[config.mk]
export PLATFORM = sky130hd
export DESIGN_NAME = inverse_state_machine
export DESIGN_NICKNAME = d
export VERILOG_FILES = /design/src/rtl/inverse_state_machine.sv
export SDC_FILE = /design/constraint.sdc
export NUM_CORES = 1
export LEC_CHECK = 0
export ABC_AREA = 1
export CAP_MARGIN = 25
export CORE_ASPECT_RATIO = 1.1
export CORE_UTILIZATION = 40
export DETAILED_ROUTE_END_ITERATION = 10
export MAX_ROUTING_LAYER = met4
export SLEW_MARGIN = 25
export SYNTH_ARGS = -nofsm -noshare
export SYNTH_HDL_FRONTEND = slang
export SYNTH_SLANG_ARGS = --single-unit
export TNS_END_PERCENT = 10
[constraint.sdc]
create_clock -name clk -period 3.5 [get_ports clk]
set_input_delay 0.35 -clock clk [delete_from_list [all_inputs] [get_ports clk]]
set_output_delay 0.35 -clock clk [all_outputs]
set_load 0.05 [all_outputs]
[src/rtl/inverse_state_machine.sv]
// rtl/inverse_state_machine.sv - recovers x = (y + 7) / 3 - 5 with a start/done FSM and divide-by-3.
// Define INV_SM_FAST_DIV_EN for a single-cycle combinational divide instead of the 33-cycle restoring one.
module inverse_state_machine #(
   parameter int Y_W = 32,
   parameter int X_W = 16
) (
   input  logic                  clk,
   input  logic                  rst,
   input  logic                  start,
   input  logic signed [Y_W-1:0] y_in,
   output logic signed [X_W-1:0] x_out,
   output logic                  valid,
   output logic                  busy,
   output logic                  done
);

   localparam int ACC_W = Y_W + 2;

   localparam logic [2:0] S_IDLE = 3'd0;
   localparam logic [2:0] S_ADD7 = 3'd1;
   localparam logic [2:0] S_DIV3 = 3'd2;
   localparam logic [2:0] S_SUB5 = 3'd3;
   localparam logic [2:0] S_DONE = 3'd4;

   localparam logic signed [ACC_W-1:0] X_MAX = (ACC_W'(1) << (X_W - 1)) - ACC_W'(1);
   localparam logic signed [ACC_W-1:0] X_MIN = -X_MAX - ACC_W'(1);

   logic [2:0]              state;
   logic signed [ACC_W-1:0] acc;
   logic signed [ACC_W-1:0] sum;
   logic signed [ACC_W-1:0] q_sgn;
   logic signed [ACC_W-1:0] r;
   logic [1:0]              rem;

`ifdef INV_SM_FAST_DIV_EN
   localparam logic signed [ACC_W-1:0] THREE = ACC_W'(3);

   logic signed [ACC_W-1:0] quot;
   logic signed [ACC_W-1:0] q_fast;
   logic signed [ACC_W-1:0] rem_fast;

   always_comb begin
      q_fast   = acc / THREE;
      rem_fast = acc % THREE;
      q_sgn    = quot;
   end
`else
   localparam logic [5:0] LAST_IT = 6'(ACC_W - 2);

   logic [ACC_W-2:0] quot;
   logic [ACC_W-2:0] dvd;
   logic [ACC_W-2:0] mag;
   logic [5:0]       cnt;
   logic             neg;
   logic [2:0]       rem_sh;
   logic             ge;

   always_comb begin
      // |sum| always fits in ACC_W-1 bits, so negate only the low bits
      mag    = (sum[ACC_W-2:0] ^ {(ACC_W-1){sum[ACC_W-1]}})
             + {{(ACC_W-2){1'b0}}, sum[ACC_W-1]};
      rem_sh = {rem, dvd[ACC_W-2]};
      ge     = (rem_sh >= 3'd3);
      q_sgn  = neg ? -{1'b0, quot} : {1'b0, quot};
   end
`endif

   always_comb begin
      sum = acc + ACC_W'(7);
      r   = q_sgn - ACC_W'(5);
   end

   assign busy = (state != S_IDLE);
   assign done = (state == S_DONE);

   always_ff @(posedge clk) begin
      if (rst) begin
         state <= S_IDLE;
         acc   <= '0;
         quot  <= '0;
         rem   <= '0;
         x_out <= '0;
         valid <= 1'b0;
`ifndef INV_SM_FAST_DIV_EN
         dvd   <= '0;
         neg   <= 1'b0;
         cnt   <= '0;
`endif
      end else begin
         case (state)
            S_IDLE: begin
               if (start) begin
                  acc   <= {{2{y_in[Y_W-1]}}, y_in};
                  state <= S_ADD7;
               end
            end
            S_ADD7: begin
               acc   <= sum;
`ifndef INV_SM_FAST_DIV_EN
               neg   <= sum[ACC_W-1];
               dvd   <= mag;
               quot  <= '0;
               rem   <= '0;
               cnt   <= '0;
`endif
               state <= S_DIV3;
            end
            S_DIV3: begin
`ifdef INV_SM_FAST_DIV_EN
               quot  <= q_fast;
               rem   <= {1'b0, rem_fast != '0};
               state <= S_SUB5;
`else
               // rem_sh - 3 lands in 0..2, so mod-4 arithmetic (+1) is exact
               rem  <= ge ? rem_sh[1:0] + 2'd1 : rem_sh[1:0];
               quot <= {quot[ACC_W-3:0], ge};
               dvd  <= {dvd[ACC_W-3:0], 1'b0};
               if (cnt == LAST_IT) begin
                  state <= S_SUB5;
               end else begin
                  cnt <= cnt + 6'd1;
               end
`endif
            end
            S_SUB5: begin
               x_out <= r[X_W-1:0];
               valid <= (rem == 2'd0) && (r >= X_MIN) && (r <= X_MAX);
               state <= S_DONE;
            end
            S_DONE: begin
               state <= S_IDLE;
            end
            default: begin
               state <= S_IDLE;
            end
         endcase
      end
   end

endmodule
==> Word level (Yosys, flattened, before mapping) <==
Index checks and enable logic that the tools add are counted.
{ "classes": {"n_addsub": 6, "n_lt_le_gt_ge": 3, "n_reduce_logical": 10, "n_eq_ne": 8, "bitwise": 1, "muxes": 12} }
{ "ops": {"columns": ["op", "n"], "rows": [
  ["$pmux W33 S2", 2],
  ["$mux W34", 2],
  ["$pmux W34 S2", 1],
  ["$add A34 B4 Y34 const B", 1],
  ["$ge A34 B16 Y1 const B", 1],
  ["$le A34 B16 Y1 const B", 1],
  ["$neg A33 Y34", 1],
  ["$sub A34 B4 Y34 const B", 1],
  ["$add A33 B1 Y33", 1],
  ["$xor A33 B33 Y33", 1],
  ["$pmux W3 S4", 1],
  ["$pmux W6 S2", 1],
  ["$add A6 B1 Y6 const B", 1],
  ["$eq A3 B2 Y1 const B", 2],
  ["$eq A6 B6 Y1 const B", 1],
  ["$mux W3", 2],
  ["$mux W6", 1],
  ["$ne A2 B2 Y1 const B", 3],
  ["$reduce_and A2 Y1", 3],
  ["$pmux W2 S2", 1],
  ["$reduce_bool A2 Y1", 2],
  ["$eq A3 B1 Y1 const B", 1],
  ["$eq A3 B3 Y1 const B", 1],
  ["$ge A3 B2 Y1 const B", 1],
  ["6 further kinds", 7]
]} }
{ "totals": {"input_bits": 35, "elab_cells": 49, "output_inout_bits": 19, "register_bits": 129} }

==> Longest topological paths before layout <==
Gate-level depths: netlist of run 1.
{ "depth": {"ltp_word": 6, "mapped_depth": 24, "depth_no_buf": 24} }

==> Worst setup path before layout of run 1 <==
OpenSTA, ideal clock, no wires.
{ "synth_timing": {"kind": "flip-flop to flip-flop", "from": "register acc[10]", "to": "register dvd[30]", "path_stages_with_launch": 22, "slack_ns": 0.721, "required_ns": 3.372, "period_less_slack_ns": 2.779, "path_buffers": 1, "t_arrival_ns": 2.652, "setup_time_ns": 0.128, "path_cell_list": "dfxtp_1 -> nand2_1 -> inv_2 -> nand2_1 -> nor2_2 -> nand2_2 -> nor2_4 -> nand4_2 -> nand2_4 -> buf_6 -> ha_1 -> ha_1 -> inv_1 -> nor2_2 -> inv_2 -> nor2_4 -> and2_1 -> nand2_1 -> nand2_1 -> nand2_1 -> a21oi_1 -> nor2_1"} }
{ "synth_via": {"elab_chain_len": 4} }
{ "synth_lines": {"columns": ["element", "line", "text"], "rows": [
  ["from (decl)", "29", "logic signed [ACC_W-1:0] acc;"],
  ["from (signal assigned)", "93", "acc <= {{2{y_in[Y_W-1]}}, y_in};"],
  ["from (signal assigned)", "98", "acc <= sum;"],
  ["$add A34 B4 Y34 *", "69", "sum = acc + ACC_W'(7);"],
  ["named net sum[33]", "30", "logic signed [ACC_W-1:0] sum;"],
  ["$xor A33 B33 Y33", "60", "mag = (sum[ACC_W-2:0] ^ {(ACC_W-1){sum[ACC_W-1]}})"],
  ["$add A33 B1 Y33 *", "61", "+ {{(ACC_W-2){1'b0}}, sum[ACC_W-1]};"],
  ["$pmux W33 S2 *", "90", "case (state)"],
  ["to (signal assigned)", "101", "dvd <= mag;"],
  ["to (signal assigned)", "117", "dvd <= {dvd[ACC_W-3:0], 1'b0};"],
  ["to (decl)", "51", "logic [ACC_W-2:0] dvd;"]
]} }
The timed path passes the listed nets; every way through them passes the cells marked *.
A chain may end at the register's enable or synchronous reset.

==> Worst setup path after layout of run 1 <==
{ "layout_timing": {"from": "register quot[0]", "to": "register valid"} }
{ "layout_via": {"elab_chain_len": 6, "elab_cells_between_ends": 7, "cone_classes": "add/sub: 2; order compare: 2; mux: 1; reduce/logical: 2"} }
{ "layout_lines": {"columns": ["element", "line", "text"], "rows": [
  ["from (decl)", "50", "logic [ACC_W-2:0] quot;"],
  ["from (signal assigned)", "116", "quot <= {quot[ACC_W-3:0], ge};"],
  ["$neg A33 Y34", "64", "q_sgn = neg ? -{1'b0, quot} : {1'b0, quot};"],
  ["$mux W34 *", "64", null],
  ["$sub A34 B4 Y34 *", "70", "r = q_sgn - ACC_W'(5);"],
  ["named net r[0]", "32", "logic signed [ACC_W-1:0] r;"],
  ["$ge A34 B16 Y1", "127", "valid <= (rem == 2'd0) && (r >= X_MIN) && (r <= X_MAX);"],
  ["$logic_and A1 B1 Y1", "127", null],
  ["$logic_and A1 B1 Y1 *", "127", null],
  ["to (signal assigned)", "127", null],
  ["to (decl)", "12", "output logic valid,"]
]} }
Marks and branches as above.

==> results of run 1 <==
## Yosys cell counts (2+ instances only)
library cell	n	area, um^2
ha_1	8	100
nor2_4	5	56.3
nand4_2	2	25.0
nand2_2	10	62.6
clkbuf_1	40	150
nand3_2	2	20.0
dfxtp_1	129	2580
a21o_1	3	22.5
o22ai_1	17	106
a21oi_1	75	375
nor4_1	3	18.8
nor3_2	3	30.0
inv_1	175	657
nand3b_1	6	45.0
nor2_2	17	106
xnor2_1	14	123
and3_1	2	12.5
buf_2	5	25.0
buf_8	2	30.0
and2_1	2	12.5
a221oi_1	3	26.3
nand4_1	25	156
buf_1	4	15.0
buf_6	2	22.5
xnor2_2	3	48.8
xor2_1	57	499
or2_2	11	68.8
nor3_1	17	85.1
a31oi_1	44	275
o21ai_0	41	205
xor2_2	4	65.1
nor2_1	194	728
nand2_1	544	2040
nand3_1	138	691
inv_2	13	48.8
o21a_1	3	22.5
o221ai_1	2	17.5
## power breakdown
| group | leakage, nW | switching [W] | total [W] | internal [W] |
|---|---|---|---|---|
| clock network | 0.284 | 0.000784 | 0.00180 | 0.00101 |
| registers | 1.05 | 0.0000640 | 0.00161 | 0.00155 |
| logic | 3.72 | 0.000606 | 0.000906 | 0.000301 |
## worst min path at each step
stage                     slack, ps  cells past startpoint       to   start
after CTS                       340                      2  acc[18]     rst
after global placement          450                      2   dvd[0]  dvd[0]
final                           350                      2  acc[18]     rst
after floorplan                 450                      2   dvd[0]  dvd[0]
after global routing            370                      2  quot[7]     rst
after detailed placement        460                      2   dvd[0]  dvd[0]
## per-stage QoR
| stage | cell area, um^2 | total power, W | cells |
|---|---|---|---|
| 6_report | 11300 | 0.00431 | 2010 |
| 5_1_grt | 11300 | 0.00452 | 2010 |
| 4_1_cts | 11200 | 0.00435 | 2006 |
| 3_5_place_dp | 10600 | 0.00255 | 1974 |
| 3_3_place_gp | 10600 | 0.00254 | 1974 |
| 2_1_floorplan | 9720 | 0.00226 | 1639 |
## registers in the layout, summed over array words and instances, names as in the netlist
signal and count:
cnt 6, rem 2, valid 1, neg 1, acc 34, x_out 16, quot 33, dvd 33
state 3
## routing by layer
metal / routed length, um / vias to the layer above / global-route usage (%)
met5: 0 / - / -
met3: 768 / 46 / 3.13
li1: - / 5359 / -
met4: 778 / 0 / 8.73
met2: 15100 / 185 / 46.4
met1: 13100 / 4667 / 28.4
## area by class of cell
class | count | area (um^2) | share of cell area, %
Tap cell | 305 | 382 | 3.38
Clock inverter | 15 | 160 | 1.42
Clock buffer | 17 | 425 | 3.77
Multi-Input combinational cell | 1269 | 6240 | 55.3
Inverter | 188 | 706 | 6.26
Sequential cell | 129 | 2590 | 22.9
Timing Repair Buffer | 87 | 783 | 6.94
## cell families after synthesis
logic type	count (synthesis)
buffers and inverters	242
and+or+nand+nor	987
xor gates and xnor gates	78
DFF	129
AOI/OAI and AO/OA	195
adders and majority gates	8
## critical path, stage by stage, from the launching register on
cell     delay (ps)
dfxtp_1         390
inv_1           110
ha_1            240
nand2_1         110
nor2_2           70
buf_4           150
nand3_1         120
nand2_1         120
nand2_1          90
nand2_1         130
nor2_1          220
nand2_1          70
nor2_1          330
nand3_1         160
nand2_1          80
nand2_1          50
nor2_1          170
nand2_1          80
nor2_1          130
nand2_1          70
nand2_1          60
nand3_1          70
a21oi_1         130
## repair_timing
item / in CTS / in global routing
setup buffers: 0 / 3
endpoints found under the setup margin: 0 / 4
resized for setup: 0 / 9
==> metrics.cfg, run 1 <==
[timing]
finalMaxSlewViolations = 0
tightestPinTransition_ps = 866
finalSetupViolCount = 0
rsz0062_at_grt = false
fin_crit_sh_pct = 91.9
period_needed_ps = 3220
timing.final.ws_setup_ps = 282
relSlewSlack_pct = 42.2
timing.hold.ws_ps = 352
fin_setup_tns_ps = 0
hold_viol = 0
fmax_ghz = 0.311
final.setup_skew_ps = 14.3

[run]
max-cap-violations = 0

[yosys]
synthAdderAreaFrac_pct = 1.03
synth_compound_area_share_pct = 11.4
async_flop_share_pct = 0
synth-edff-count = 0
synth_flop_cell = dfxtp_1
synth_top_family_by_area = simple AND/OR/NAND/NOR gates
ys_seq_area_share_pct = 26.6
synth_fp_nets = 1682
syn_inst = 1639
synthSimpleGateAreaFrac_pct = 43.6
yosysWarnings = 0
synth_area_um2 = 9720
synth-xor-area-share_pct = 7.57
synth_seq_cells = 129
yosys.cell_types.count = 51
avgSynthCellArea_um2 = 5.93
muxShareOfSynthArea_pct = 0

[critical_path]
crit_start = quot[0]
path_max_fanout = 6
end_kind = register
crit_end = valid
critical_path_class = register to register
rr_endpoint = valid
cp.required_ps = 3850
arrival_ps = 3570
reg2reg_from = quot[0]
r2r_setup_slack_ps = 280
rr_worst_depth = 22
critPathLaunchType = register

[placement]
pre_cts_slack_ps = 241
dpl.hpwl_um = 23000
port_buffers = 53
gp_routability_congestion = 0.973

[power]
p_leak_nw = 5.06
ir_worst_vdd_uv = 247
powerDensity_nw_per_um2 = 382

[floorplan]
coreArea_um2 = 23800
dieWidth_um = 151
initial_core_util_pct = 40.9
ios = 54
row_count = 59
die_h_um = 165
die_area_um2 = 24900

[detailed_routing]
antenna_left = 0
drc = 0
post_drt_wl_per_cell_um = 14.8
dr.pass1.iters = 6
viasPerCell = 5.10
finalWirelength_um = 29700
first_iter_violations = 602
dr_total_vias = 10300

[global_routing]
grt_overflow_total = 0
antenna_found_initial = 0
grt_pass1_vias = 9552
grt_pass1_wl_um = 47700
grt_usage_pct = 25.4
grt_start_max_net_pins = 72

[final_layout]
final_cell_mix = nand2_1 (543), nor2_1 (188), inv_1 (175), nand3_1 (137), dfxtp_1 (126)
drive_gt1_share_pct = 9.21
n_antenna_cell = 0
synthToLayoutAreaGrowth_pct = 16.1
layout_commonest_cell = nand2_1
nets = 1735
final_util_pct = 47.5
nFillCells = 2553

[clock_tree]
postCtsHoldBufs = 0
cts_root_buffer = clkbuf_16
cts.sinks = 129
cts_tree = yes
cts_max_path_buffers = 2
clock_latency_ps = 430
numCtsBuffers = 17
path_clk_slew_ps = 70
htreeDepth = 4

[min_path]
hold_class = input pin to register

[status]
status = completed

No activity file was read; power rests on OpenSTA's default activity.
==> inputs of run 2 (changes only) <==
--- a/config.mk
+++ b/config.mk
@@ -15,4 +15,4 @@
 export SYNTH_ARGS = -nofsm -noshare
 export SYNTH_HDL_FRONTEND = slang
 export SYNTH_SLANG_ARGS = --single-unit
-export TNS_END_PERCENT = 10
+export TNS_END_PERCENT = 5
==> results of run 2 <==
No change in the layout: final DEF, timing and power equal those of run 1.
